`config.mk`:
```
export PLATFORM = sky130hd
export DESIGN_NAME = if_fetch_unit_flat
export DESIGN_NICKNAME = d
export VERILOG_FILES = /design/src/rtl/mips_fetch_pkg.sv /design/src/rtl/if_fetch_unit_if.sv /design/src/rtl/fetch_fifo.sv /design/src/rtl/if_fetch_unit.sv /design/src/flat_wrapper.sv
export SDC_FILE = /design/constraint.sdc
export NUM_CORES = 1
export LEC_CHECK = 0
export CAP_MARGIN = 20
export CORE_UTILIZATION = 53
export CTS_CLUSTER_SIZE = 12
export DETAILED_ROUTE_END_ITERATION = 10
export GPL_TIMING_DRIVEN = 1
export MAX_ROUTING_LAYER = met4
export PLACE_DENSITY_LB_ADDON = 0.2
export SLEW_MARGIN = 40
export SYNTH_ARGS = -nofsm -noshare
export SYNTH_HDL_FRONTEND = slang
export SYNTH_SLANG_ARGS = --single-unit
```
`constraint.sdc`:
```
create_clock -name clk -period 5.3 [get_ports clk]
set_clock_uncertainty 0.2 [all_clocks]
set_input_delay 0.53 -clock clk [delete_from_list [all_inputs] [get_ports clk]]
set_output_delay 0.53 -clock clk [all_outputs]
set_load 0.01 [all_outputs]
```
`src/rtl/mips_fetch_pkg.sv`:
```
// Shared types and constants for the instruction-fetch stage.
package mips_fetch_pkg;

  localparam int unsigned XLEN = 32;
  localparam logic [XLEN-1:0] RESET_PC_DEFAULT = 32'h0000_3000;

  typedef enum logic [1:0] {
    IDLE      = 2'd0,
    WAIT      = 2'd1,
    WAIT_KILL = 2'd2
  } fetch_state_t;

  typedef struct packed {
    logic [XLEN-1:0] ins;
    logic [XLEN-1:0] pc;
  } fetch_entry_t;

  // Instruction addresses are always word aligned.
  function automatic logic [XLEN-1:0] word_align(input logic [XLEN-1:0] a);
    return {a[XLEN-1:2], 2'b00};
  endfunction

endpackage

```
`src/rtl/if_fetch_unit_if.sv`:
```
// Instruction-memory request/response bus between fetch and imem.
interface if_fetch_unit_if;
  import mips_fetch_pkg::*;

  logic            imem_req;
  logic [XLEN-1:0] imem_addr;
  logic            imem_gnt;
  logic            imem_rvalid;
  logic [XLEN-1:0] imem_rdata;

  modport master (
    output imem_req,
    output imem_addr,
    input  imem_gnt,
    input  imem_rvalid,
    input  imem_rdata
  );

  modport slave (
    input  imem_req,
    input  imem_addr,
    output imem_gnt,
    output imem_rvalid,
    output imem_rdata
  );

endinterface

```
`src/rtl/fetch_fifo.sv`:
```
// Small instruction buffer with push/pop/flush and registered head outputs,
// so decode never sees a combinational path from the memory read data.
module fetch_fifo
  import mips_fetch_pkg::*;
#(
  parameter int unsigned DEPTH = 2
) (
  input  logic                   clk,
  input  logic                   rst_n,
  input  logic                   push,
  input  logic                   pop,
  input  logic                   flush,
  input  fetch_entry_t           wdata,
  output fetch_entry_t           head,
  output logic                   head_valid,
  output logic [$clog2(DEPTH):0] count
);

  localparam int unsigned PTR_W = $clog2(DEPTH);
  localparam int unsigned CNT_W = PTR_W + 1;

  fetch_entry_t     mem_q [DEPTH];
  logic [PTR_W-1:0] rd_q, wr_q, rd_n, wr_n;
  logic [CNT_W-1:0] cnt_q, cnt_n;
  logic             do_push, do_pop;
  fetch_entry_t     head_n;

  // Pointer/count update and the entry that will sit at the head next cycle.
  always_comb begin
    do_pop  = pop && (cnt_q != '0);
    do_push = push && ((cnt_q < CNT_W'(DEPTH)) || do_pop);
    rd_n    = rd_q;
    wr_n    = wr_q;
    cnt_n   = cnt_q;
    head_n  = head;
    if (flush) begin
      rd_n  = '0;
      wr_n  = '0;
      cnt_n = '0;
    end else begin
      if (do_pop)  rd_n = rd_q + PTR_W'(1);
      if (do_push) wr_n = wr_q + PTR_W'(1);
      cnt_n = cnt_q + CNT_W'(do_push) - CNT_W'(do_pop);
      // A word written into the slot that becomes the head bypasses the array.
      if (do_push && (wr_q == rd_n)) head_n = wdata;
      else                           head_n = mem_q[rd_n];
    end
  end

  always_ff @(posedge clk) begin
    if (do_push && !flush) mem_q[wr_q] <= wdata;
  end

  always_ff @(posedge clk or negedge rst_n) begin
    if (!rst_n) begin
      rd_q       <= '0;
      wr_q       <= '0;
      cnt_q      <= '0;
      head       <= '0;
      head_valid <= 1'b0;
    end else begin
      rd_q       <= rd_n;
      wr_q       <= wr_n;
      cnt_q      <= cnt_n;
      head       <= head_n;
      head_valid <= (cnt_n != '0);
    end
  end

  assign count = cnt_q;

endmodule

```
`src/rtl/if_fetch_unit.sv`:
```
// Instruction-fetch stage: owns the fetch PC, keeps one imem request in
// flight, buffers returned words and flushes wrong-path fetches on redirect.
module if_fetch_unit
  import mips_fetch_pkg::*;
#(
  parameter logic [XLEN-1:0] RESET_PC   = RESET_PC_DEFAULT,
  parameter int unsigned     FIFO_DEPTH = 2
) (
  input  logic                  clk,
  input  logic                  rst_n,
  if_fetch_unit_if.master       imem,
  output logic [XLEN-1:0]       ins,
  output logic [XLEN-1:0]       pc,
  output logic                  ins_valid,
  input  logic                  id_ready,
  input  logic                  redirect,
  input  logic [XLEN-1:0]       redirect_pc,
  input  logic                  br_taken,
  input  logic [XLEN-1:0]       br_target
);

  localparam int unsigned CNT_W = $clog2(FIFO_DEPTH) + 1;
  localparam int unsigned OCC_W = CNT_W + 1;

  fetch_state_t    state_q, state_n;
  logic [XLEN-1:0] fpc_q, req_pc_q, target;
  logic            flush, pop, rsp, live_push, grant, req_c;
  logic [CNT_W-1:0] count;
  logic [OCC_W-1:0] occ;
  fetch_entry_t    head, wentry;

  // The branch belongs to the older instruction, so it beats the decode redirect.
  assign flush  = br_taken | redirect;
  assign target = word_align(br_taken ? br_target : redirect_pc);
  assign pop    = ins_valid & id_ready;
  assign wentry = '{ins: imem.imem_rdata, pc: req_pc_q};

  // Next-state and request decision; a new request is only issued when the
  // buffer can absorb it together with anything still in flight.
  always_comb begin
    state_n   = state_q;
    rsp       = 1'b0;
    live_push = 1'b0;
    occ       = '0;
    req_c     = 1'b0;
    grant     = 1'b0;

    rsp       = imem.imem_rvalid && (state_q != IDLE);
    live_push = rsp && (state_q == WAIT) && !flush;
    occ       = OCC_W'(count) - OCC_W'(pop) + OCC_W'(live_push);
    req_c     = rst_n && !flush && ((state_q == IDLE) || rsp) &&
                (occ < OCC_W'(FIFO_DEPTH));
    grant     = req_c && imem.imem_gnt;

    if (flush) begin
      state_n = ((state_q != IDLE) && !imem.imem_rvalid) ? WAIT_KILL : IDLE;
    end else if (grant) begin
      state_n = WAIT;
    end else if (rsp) begin
      state_n = IDLE;
    end
  end

  always_ff @(posedge clk or negedge rst_n) begin
    if (!rst_n) begin
      state_q  <= IDLE;
      fpc_q    <= RESET_PC;
      req_pc_q <= '0;
    end else begin
      state_q <= state_n;
      if (flush) begin
        fpc_q <= target;
      end else if (grant) begin
        fpc_q    <= fpc_q + XLEN'(4);
        req_pc_q <= fpc_q;
      end
    end
  end

  fetch_fifo #(
    .DEPTH (FIFO_DEPTH)
  ) u_fifo (
    .clk        (clk),
    .rst_n      (rst_n),
    .push       (live_push),
    .pop        (pop),
    .flush      (flush),
    .wdata      (wentry),
    .head       (head),
    .head_valid (ins_valid),
    .count      (count)
  );

  assign imem.imem_req  = req_c;
  assign imem.imem_addr = fpc_q;
  assign ins            = head.ins;
  assign pc             = head.pc;

endmodule

```
`src/flat_wrapper.sv`:
```
// flat-port wrapper written by rule: the top's interface ports become plain ports
module if_fetch_unit_flat import mips_fetch_pkg::*;
#(
  parameter logic [XLEN-1:0] RESET_PC   = RESET_PC_DEFAULT,
  parameter int unsigned     FIFO_DEPTH = 2
)
  (clk, rst_n, ins, pc, ins_valid, id_ready, redirect, redirect_pc, br_taken, br_target, imem_imem_req, imem_imem_addr, imem_imem_gnt, imem_imem_rvalid, imem_imem_rdata);
  if_fetch_unit_if imem_i ();
  input  logic clk;
  input  logic rst_n;
  output logic [XLEN-1:0] ins;
  output logic [XLEN-1:0] pc;
  output logic ins_valid;
  input  logic id_ready;
  input  logic redirect;
  input  logic [XLEN-1:0] redirect_pc;
  input  logic br_taken;
  input  logic [XLEN-1:0] br_target;
  output wire logic [$bits(imem_i.imem_req)-1:0] imem_imem_req;
  output wire logic [$bits(imem_i.imem_addr)-1:0] imem_imem_addr;
  input wire logic [$bits(imem_i.imem_gnt)-1:0] imem_imem_gnt;
  input wire logic [$bits(imem_i.imem_rvalid)-1:0] imem_imem_rvalid;
  input wire logic [$bits(imem_i.imem_rdata)-1:0] imem_imem_rdata;
  assign imem_imem_req = imem_i.imem_req;
  assign imem_imem_addr = imem_i.imem_addr;
  assign imem_i.imem_gnt = imem_imem_gnt;
  assign imem_i.imem_rvalid = imem_imem_rvalid;
  assign imem_i.imem_rdata = imem_imem_rdata;
  if_fetch_unit #(.RESET_PC(RESET_PC), .FIFO_DEPTH(FIFO_DEPTH)) u_core (.clk(clk), .rst_n(rst_n), .imem(imem_i), .ins(ins), .pc(pc), .ins_valid(ins_valid), .id_ready(id_ready), .redirect(redirect), .redirect_pc(redirect_pc), .br_taken(br_taken), .br_target(br_target));
endmodule
```
==> results by group <==
Pwr
  • Sw Ratio: 0.243
  • Power Internal: roughly 0.0035 W
  • Switching power: roughly 0.0011 W
  • Peak supply drop: 0.177 mV
  • Sequential Power Share: 0.512
  • Power Density: 334 nW/um2
  • Clk pwr share: 0.358
  • Leak pwr: about 5.6 nW
  • Comb power frac: 0.130

Critical path
  • CP Buf/Inv Count: 2
  • CP Capture Type: primary output
  • Crit path launch type: input port
  • CP top delay family: simple AND/OR/NAND/NOR gates
  • Crit path DAT: about 3800 ps
  • Worst r2r path cells: 11
  • CP dominant cell by count: clkdlybuf4s50_1
  • Crit. path cell count: 9
  • CP max stage delay: between 500 and 600 ps
  • Critical-path top delay cell: clkdlybuf4s50_1
  • Kind of critical path: input port to primary output
  • CP Max Fanout: 4
  • Required time of the critical path: roughly 4600 ps
  • CP Cell Sequence: clkdlybuf4s50_1 -> or3b_4 -> or3_2 -> ha_1 -> nand2b_1 -> fa_1 -> and4bb_2 -> and3_1 -> clkdlybuf4s50_1

Placement
  • GPL Wtd Cong: 0.893
  • # port buffers: roughly 190
  • Placed insts: about 1.3k
  • DPL Wire Length: about 16000 um

Global routing
  • Pin count of the biggest net entering global routing: 63
  • Met1 Use GR: 0.338
  • Global route hottest layer: met2
  • Global routing usage on met2: 0.386
  • Routing usage on met3: 0.0317
  • Initial antenna violation count: 0
  • Grt ovf: 0
  • Vias in the first global route: approximately 7.5k
  • First-pass GRT wire length: 39900 um
  • Tot GR Track Use: 0.245

Detailed routing
  • DR pass1 iterations: 5
  • Average wire per standard cell: around 19 um
  • Post-DRT Antenna Nets: 0
  • Remaining DRCs: 0
  • Vias per std cell: 5.71
  • Starting DRT DRC Count: ~450
  • Via Count: 7479
  • DRT Wirelength: 25100 um

Clocking
  • Cts bufs inserted: 26
  • CTS Hold Bufs: 1
  • Setup Buffers After CTS: 0
  • Post-CTS sizing: 0
  • Clk slew on worst S/H paths: about 60 ps
  • H-tree levels: 1
  • CTS Root Buffer Type: clkbuf_16
  • Maximum clock insertion buffer count: 3
  • TritonCTS clock tree: done
  • CTS sink cnt: roughly 250
  • Worst-Skew Late Latency: 510 ps

Timing
  • Fin crit share: 0.846
  • Endpoints failing setup: 0
  • Post-route minimum period: ~4500 ps
  • Maximum clock rate: 0.223 GHz
  • Final hold viol count: 0
  • Max-slew violations: 0
  • RSZ-0062 raised after global routing: no
  • Setup_tns: 0 ps
  • Worst slew margin: 0.463
  • Worst Tran Pin Value: between 800 and 900 ps

Job
  • Max-cap violations: 0

Synth
  • Seq cells post-synth: 253
  • Yosys Warn Count: 0
  • Top FF cell, synth: dfrtp_1
  • Cell variety after synth: 63
  • Mean Syn Cell Area: between 10 and 15 um2
  • EDFF count, synth: around 120
  • Top-count cell post-synth: dfrtp_1
  • Seq/Total Area, Yosys: 0.634
  • Synth Instances: 832
  • Synthesized cell area: 11000 um2
  • Dominant cell type by area after synthesis: edfxtp_1
  • Ranking of synthesized cells by area: edfxtp_1 34%, dfrtp_1 29%, o22ai_2 6.8%
  • Async S/R FF share, synth: 0.510
  • Post-synth top area share: 0.339
  • Synth cell count leaders: 127 x dfrtp_1, 124 x edfxtp_1, 101 x nand2_1

Finish
  • Antenna cell count: 0
  • Non-filler cells, final: ~1.3k
  • Area growth from synthesis to layout: 26.8%
  • Fillers: between 1k and 1.5k
  • Layout cells sized above 1: 0.143
  • Fin nets: 1128

Min path
  • Hold Crit Class: input port to asynchronous set/reset pin

Floorplanning
  • Die X-Extent: 146 um
  • Num rows: 52
  • CORE AREA: just over 20000 um2
  • Initial Util: 0.542
  • I/O pin count: between 200 and 250
  • Die area: roughly 21000 um2
  • Die Y: around 150 um

Run status
  • Status: finished, final reports clean
per-stage QoR:
stage | instance area [um2] | hold slack, ps | worst slack [ps] | utilization | total power, W
after floorplan | 11000 | 34.4 | 425 | - | 0.00266
after global placement | 13100 | 260 | 875 | 0.646 | 0.00300
after detailed placement | 13100 | 263 | 827 | 0.649 | 0.00302
after CTS | 13900 | 278 | 816 | 0.687 | 0.00469
after global routing | 13900 | 320 | 741 | 0.687 | 0.00483
final | 13900 | 280 | 815 | 0.687 | 0.00465
worst register-to-register path: stages, from the launching register on:
cell and delay, ps:
dfrtp_1 400, or3b_4 440, or3_2 420, ha_1 280
nand2b_1 160, fa_1 490, and4bb_2 260, and4_1 390
buf_4 260, a211oi_1 80, o21ai_0 230, o311ai_0 200
registers in the layout, indices dropped and copies added, names as in the netlist:
| signal | flops |
|---|---|
| u_core.u_fifo.mem_q | 124 |
| u_core.u_fifo.head | 62 |
| u_core.imem.imem_addr | 30 |
| u_core.req_pc_q | 30 |
| u_core.state_q | 2 |
| u_core.u_fifo.count | 2 |
| u_core.u_fifo.head_valid | 1 |
| u_core.u_fifo.rd_q | 1 |
| u_core.u_fifo.wr_q | 1 |
layer usage:
layer | vias to the layer above | part of all wire
li1 | 3463 | -
met1 | 3685 | 0.44
met2 | 296 | 0.48
met3 | 35 | 0.066
met4 | 0 | 0.017
met5 | - | 0
cells by family after synthesis:
group | after synthesis | share of synthesized area
adder cells (fa/ha/maj) | 5 | 0.00639
flip-flops | 253 | 0.634
multiplexers | 66 | 0.0605
buffers and inverters | 65 | 0.0338
XOR/XNOR | 13 | 0.0123
AND/OR/NAND/NOR | 202 | 0.0869
other | 1 | 0.000342
AO/OA/AOI/OAI | 227 | 0.166
power groups by stage:
stage               clock, W  combinational (W)  sequential [W]
detailed placement         0           0.000602         0.00242
global placement           0           0.000588         0.00241
finish               0.00167           0.000604         0.00238
floorplan                  0           0.000250         0.00241
CTS                  0.00170           0.000608         0.00238
global route         0.00177           0.000657         0.00240
cells in the final DEF, fill, tap and decap left out, drive strengths merged, types with 3 or more instances in the layout:
master | Yosys | final
clkdlybuf4s50 | 0 | 191
dfrtp | 127 | 127
edfxtp | 124 | 124
nand2 | 102 | 102
a21oi | 92 | 92
mux2i | 64 | 64
o22ai | 64 | 64
clkbuf | 17 | 46
o21ai | 32 | 32
nor2 | 29 | 29
nand4 | 20 | 20
buf | 37 | 19
nand3 | 15 | 15
inv | 10 | 11
and3 | 9 | 9
a22oi | 9 | 9
xor2 | 7 | 7
a211oi | 7 | 7
nor2b | 6 | 6
xnor2 | 5 | 5
or3 | 5 | 5
ha | 4 | 4
conb | 1 | 4
and4 | 3 | 3
o31ai | 3 | 3
a2bb2oi | 3 | 3
nor3 | 3 | 3
area by class of cell:
type / count / area, um2 / share of cell area
well taps: 270 / 338 / 0.0243
clock inverters: 2 / 13.8 / 0.000990
clock buffers: 46 / 757 / 0.0544
repair buffers: 211 / 2110 / 0.152
inverters: 11 / 41.3 / 0.00297
multi-input cells: 517 / 3690 / 0.265
flip-flops and latches: 253 / 6950 / 0.500
path summary, 6_finish.rpt:
| check | start | slack [ps] | to |
|---|---|---|---|
| min reg2reg | u_core.req_pc_q[2] | 310 | u_core.u_fifo.mem_q[0][2] |
| max reg2reg | u_core.state_q[0] | 1330 | u_core.imem.imem_addr[11] |
| max | br_taken | 820 | imem_imem_req |
| min | rst_n | 280 | u_core.req_pc_q[28] |
| max in group asynchronous | rst_n | 2970 | u_core.imem.imem_addr[13] |
| min in group clk | u_core.req_pc_q[2] | 310 | u_core.u_fifo.mem_q[0][2] |
No activity file was read; power rests on OpenSTA's default activity.
==> RTL change, RTL diff (same flow settings) <==
`FIFO_DEPTH` is set to 2 in 2 places; all go to 4.
--- a/src/rtl/if_fetch_unit.sv
+++ b/src/rtl/if_fetch_unit.sv
@@ -4,7 +4,7 @@
   import mips_fetch_pkg::*;
 #(
   parameter logic [XLEN-1:0] RESET_PC   = RESET_PC_DEFAULT,
-  parameter int unsigned     FIFO_DEPTH = 2
+  parameter int unsigned     FIFO_DEPTH = 4
 ) (
   input  logic                  clk,
   input  logic                  rst_n,
--- a/src/flat_wrapper.sv
+++ b/src/flat_wrapper.sv
@@ -2,7 +2,7 @@
 module if_fetch_unit_flat import mips_fetch_pkg::*;
 #(
   parameter logic [XLEN-1:0] RESET_PC   = RESET_PC_DEFAULT,
-  parameter int unsigned     FIFO_DEPTH = 2
+  parameter int unsigned     FIFO_DEPTH = 4
 )
   (clk, rst_n, ins, pc, ins_valid, id_ready, redirect, redirect_pc, br_taken, br_target, imem_imem_req, imem_imem_addr, imem_imem_gnt, imem_imem_rvalid, imem_imem_rdata);
   if_fetch_unit_if imem_i ();
Function: changed (a bounded check fails within 4 cycles, from zero or initial values and one cycle with rst_n low).
==> RTL change against the unedited design <==
Total power up 44%. Final cell count up 22%. Setup slack better by 0.44 ns. Final area up 36%. Routed wire length up 45%. Sequential power up 50%. Sequential cell count up 127. Synthesized area up 39%. Hold slack better by 0.038 ns. Largest cell class unchanged.
==> RTL change: results (changes against the unedited design) <==
- Vias in the first global route: 9783 (+30%)
- Crit path from: redirect
- Met1 WL: 15510 µm (+41%)
- Hold/Removal Path Class: flop to flop
- Number of flops mapped to enable cells by yosys: 248 (+100%)
- Share of layout cells above drive strength 1: 14.84% (+0.51 points)
- Status: finished, final reports clean
- Worst R2R Start: u_core.state_q[1]$_DFFE_PN0P_
- WP data arrival: 3.31 ns (-0.44 ns)
- Cell variety after synth: 64 (+1.6%)
- Critical R2R Capture: u_core.imem.imem_addr[15]$_DFFE_PN0P_
- GP Congestion: 0.7939 (-11%)
- Peak fanout along the critical path: 6 (+2)
- Htree depth: 2 (+1)
- First-pass GRT wire length: 56570 µm (+42%)
- Nets@finish: 1304 (+16%)
- Worst hold slack: 0.3187 ns (+0.03842 ns)
- All-layer global routing usage: 26.38% (+1.9 points)
- Worst VDD drop: 0.2071 mV (+17%)
- Number of buffers created by CTS: 39 (+50%)
- DRT iter0 DRCs: 1052 (+140%)
- Final Cycle Share: 76.25% (-8.4 points)
- Seq/Total Area, Yosys: 70.45% (+7.0 points)
- Syn Area/Cell: 15.19 µm² (+15%)
- Top cells by area, synth: edfxtp_1 (49%), dfrtp_1 (21%), mux2_2 (6.6%)
- FFs w/ async S/R, synth: 34.74% (-16 points)
- Dpl hpwl: 21540 µm (+35%)
- Placed cell count: 1526 (+21%)
- Filler cells: 2036 (+39%)
- Met3 wire length: 2445 µm (+48%)
- Largest regs: u_core.u_fifo.mem_q: 248 flops, u_core.u_fifo.head: 62 flops
- Largest net degree at the start of global routing: 74 (+17%)
- Slew HR: 46.73% (+0.44 points)
- Pre-CTS setup slack: 1.140 ns (+0.3136 ns)
- Primary FF master, synth: edfxtp_1
- WL/cell: 22.80 µm (+19%)
- R2r setup slk: 2.02 ns (+0.69 ns)
- Final std cells w/o fill: 1598 (+22%)
- DR WL met2: 17980 µm (+50%)
- P_sw: 1.478 mW (+31%)
- Delay-heaviest family, CP: buffers and inverters
- DRT Pass-1 Iters: 6 (+1)
- Post-DP Area: 0.01767 mm² (+35%)
- Max incr delay on CP: 0.58 ns (+0.03 ns)
- Leak: 6.732 nW (+20%)
==> RTL change: cell types whose count changed in the layout (fill, tap and decap cells not counted), sizes merged, moves of 59 or more <==
| cell | change |
|---|---|
| mux2 | +88 |
| a222oi | +63 |
| a21oi | -71 |
| nand2 | -74 |
| edfxtp | +124 |
| mux2i | -59 |
| o22ai | -64 |
==> RTL change: power by group through the flow <==
stage / combinational, mW / clock, mW / sequential, mW
after detailed placement: 0.560 / 0 / 3.61
after global placement: 0.546 / 0 / 3.60
after CTS: 0.564 / 2.65 / 3.56
after floorplan: 0.206 / 0 / 3.59
after global routing: 0.612 / 2.77 / 3.58
final: 0.558 / 2.60 / 3.56
==> RTL change: cell families after synthesis <==
logic type	Yosys count	share of synthesized area [%]
buf+inv	91	2.508
fa+ha+maj	11	0.9509
compound gates	265	12.66
xor+xnor	23	1.443
flops	380	70.45
simple gates	139	4.976
other cells	1	0.02457
mux	95	6.992
==> RTL change: tightest hold or removal path, delay by kind of cell (launching register included) <==
family | cells | cell delay (ns)
DFF | 1 | 0.34
AOI/OAI and AO/OA | 2 | 0.15
==> RTL change: layer usage <==
layer,vias to the layer above,GRT usage [%]
met5,-,-
met4,0,5.901
met1,4867,34.60
li1,4359,-
met3,42,3.912
met2,412,43.74
==> RTL change: layout make-up <==
type / count / area [µm²] / area share [%]
inverter: 16 / 60.06 / 0.3177
clock buffer: 69 / 1181 / 6.248
clock inverter: 2 / 35.03 / 0.1853
tap: 378 / 473.0 / 2.502
multi-input combinational: 537 / 4194 / 22.19
timing repair buffer: 216 / 2203 / 11.66
sequential: 380 / 10760 / 56.90
==> RTL change: repair_timing <==
action,4_1_cts,5_1_grt
hold buffers,1,0
setup endpoints to repair,0,0
endpoints found under the hold margin,68,0
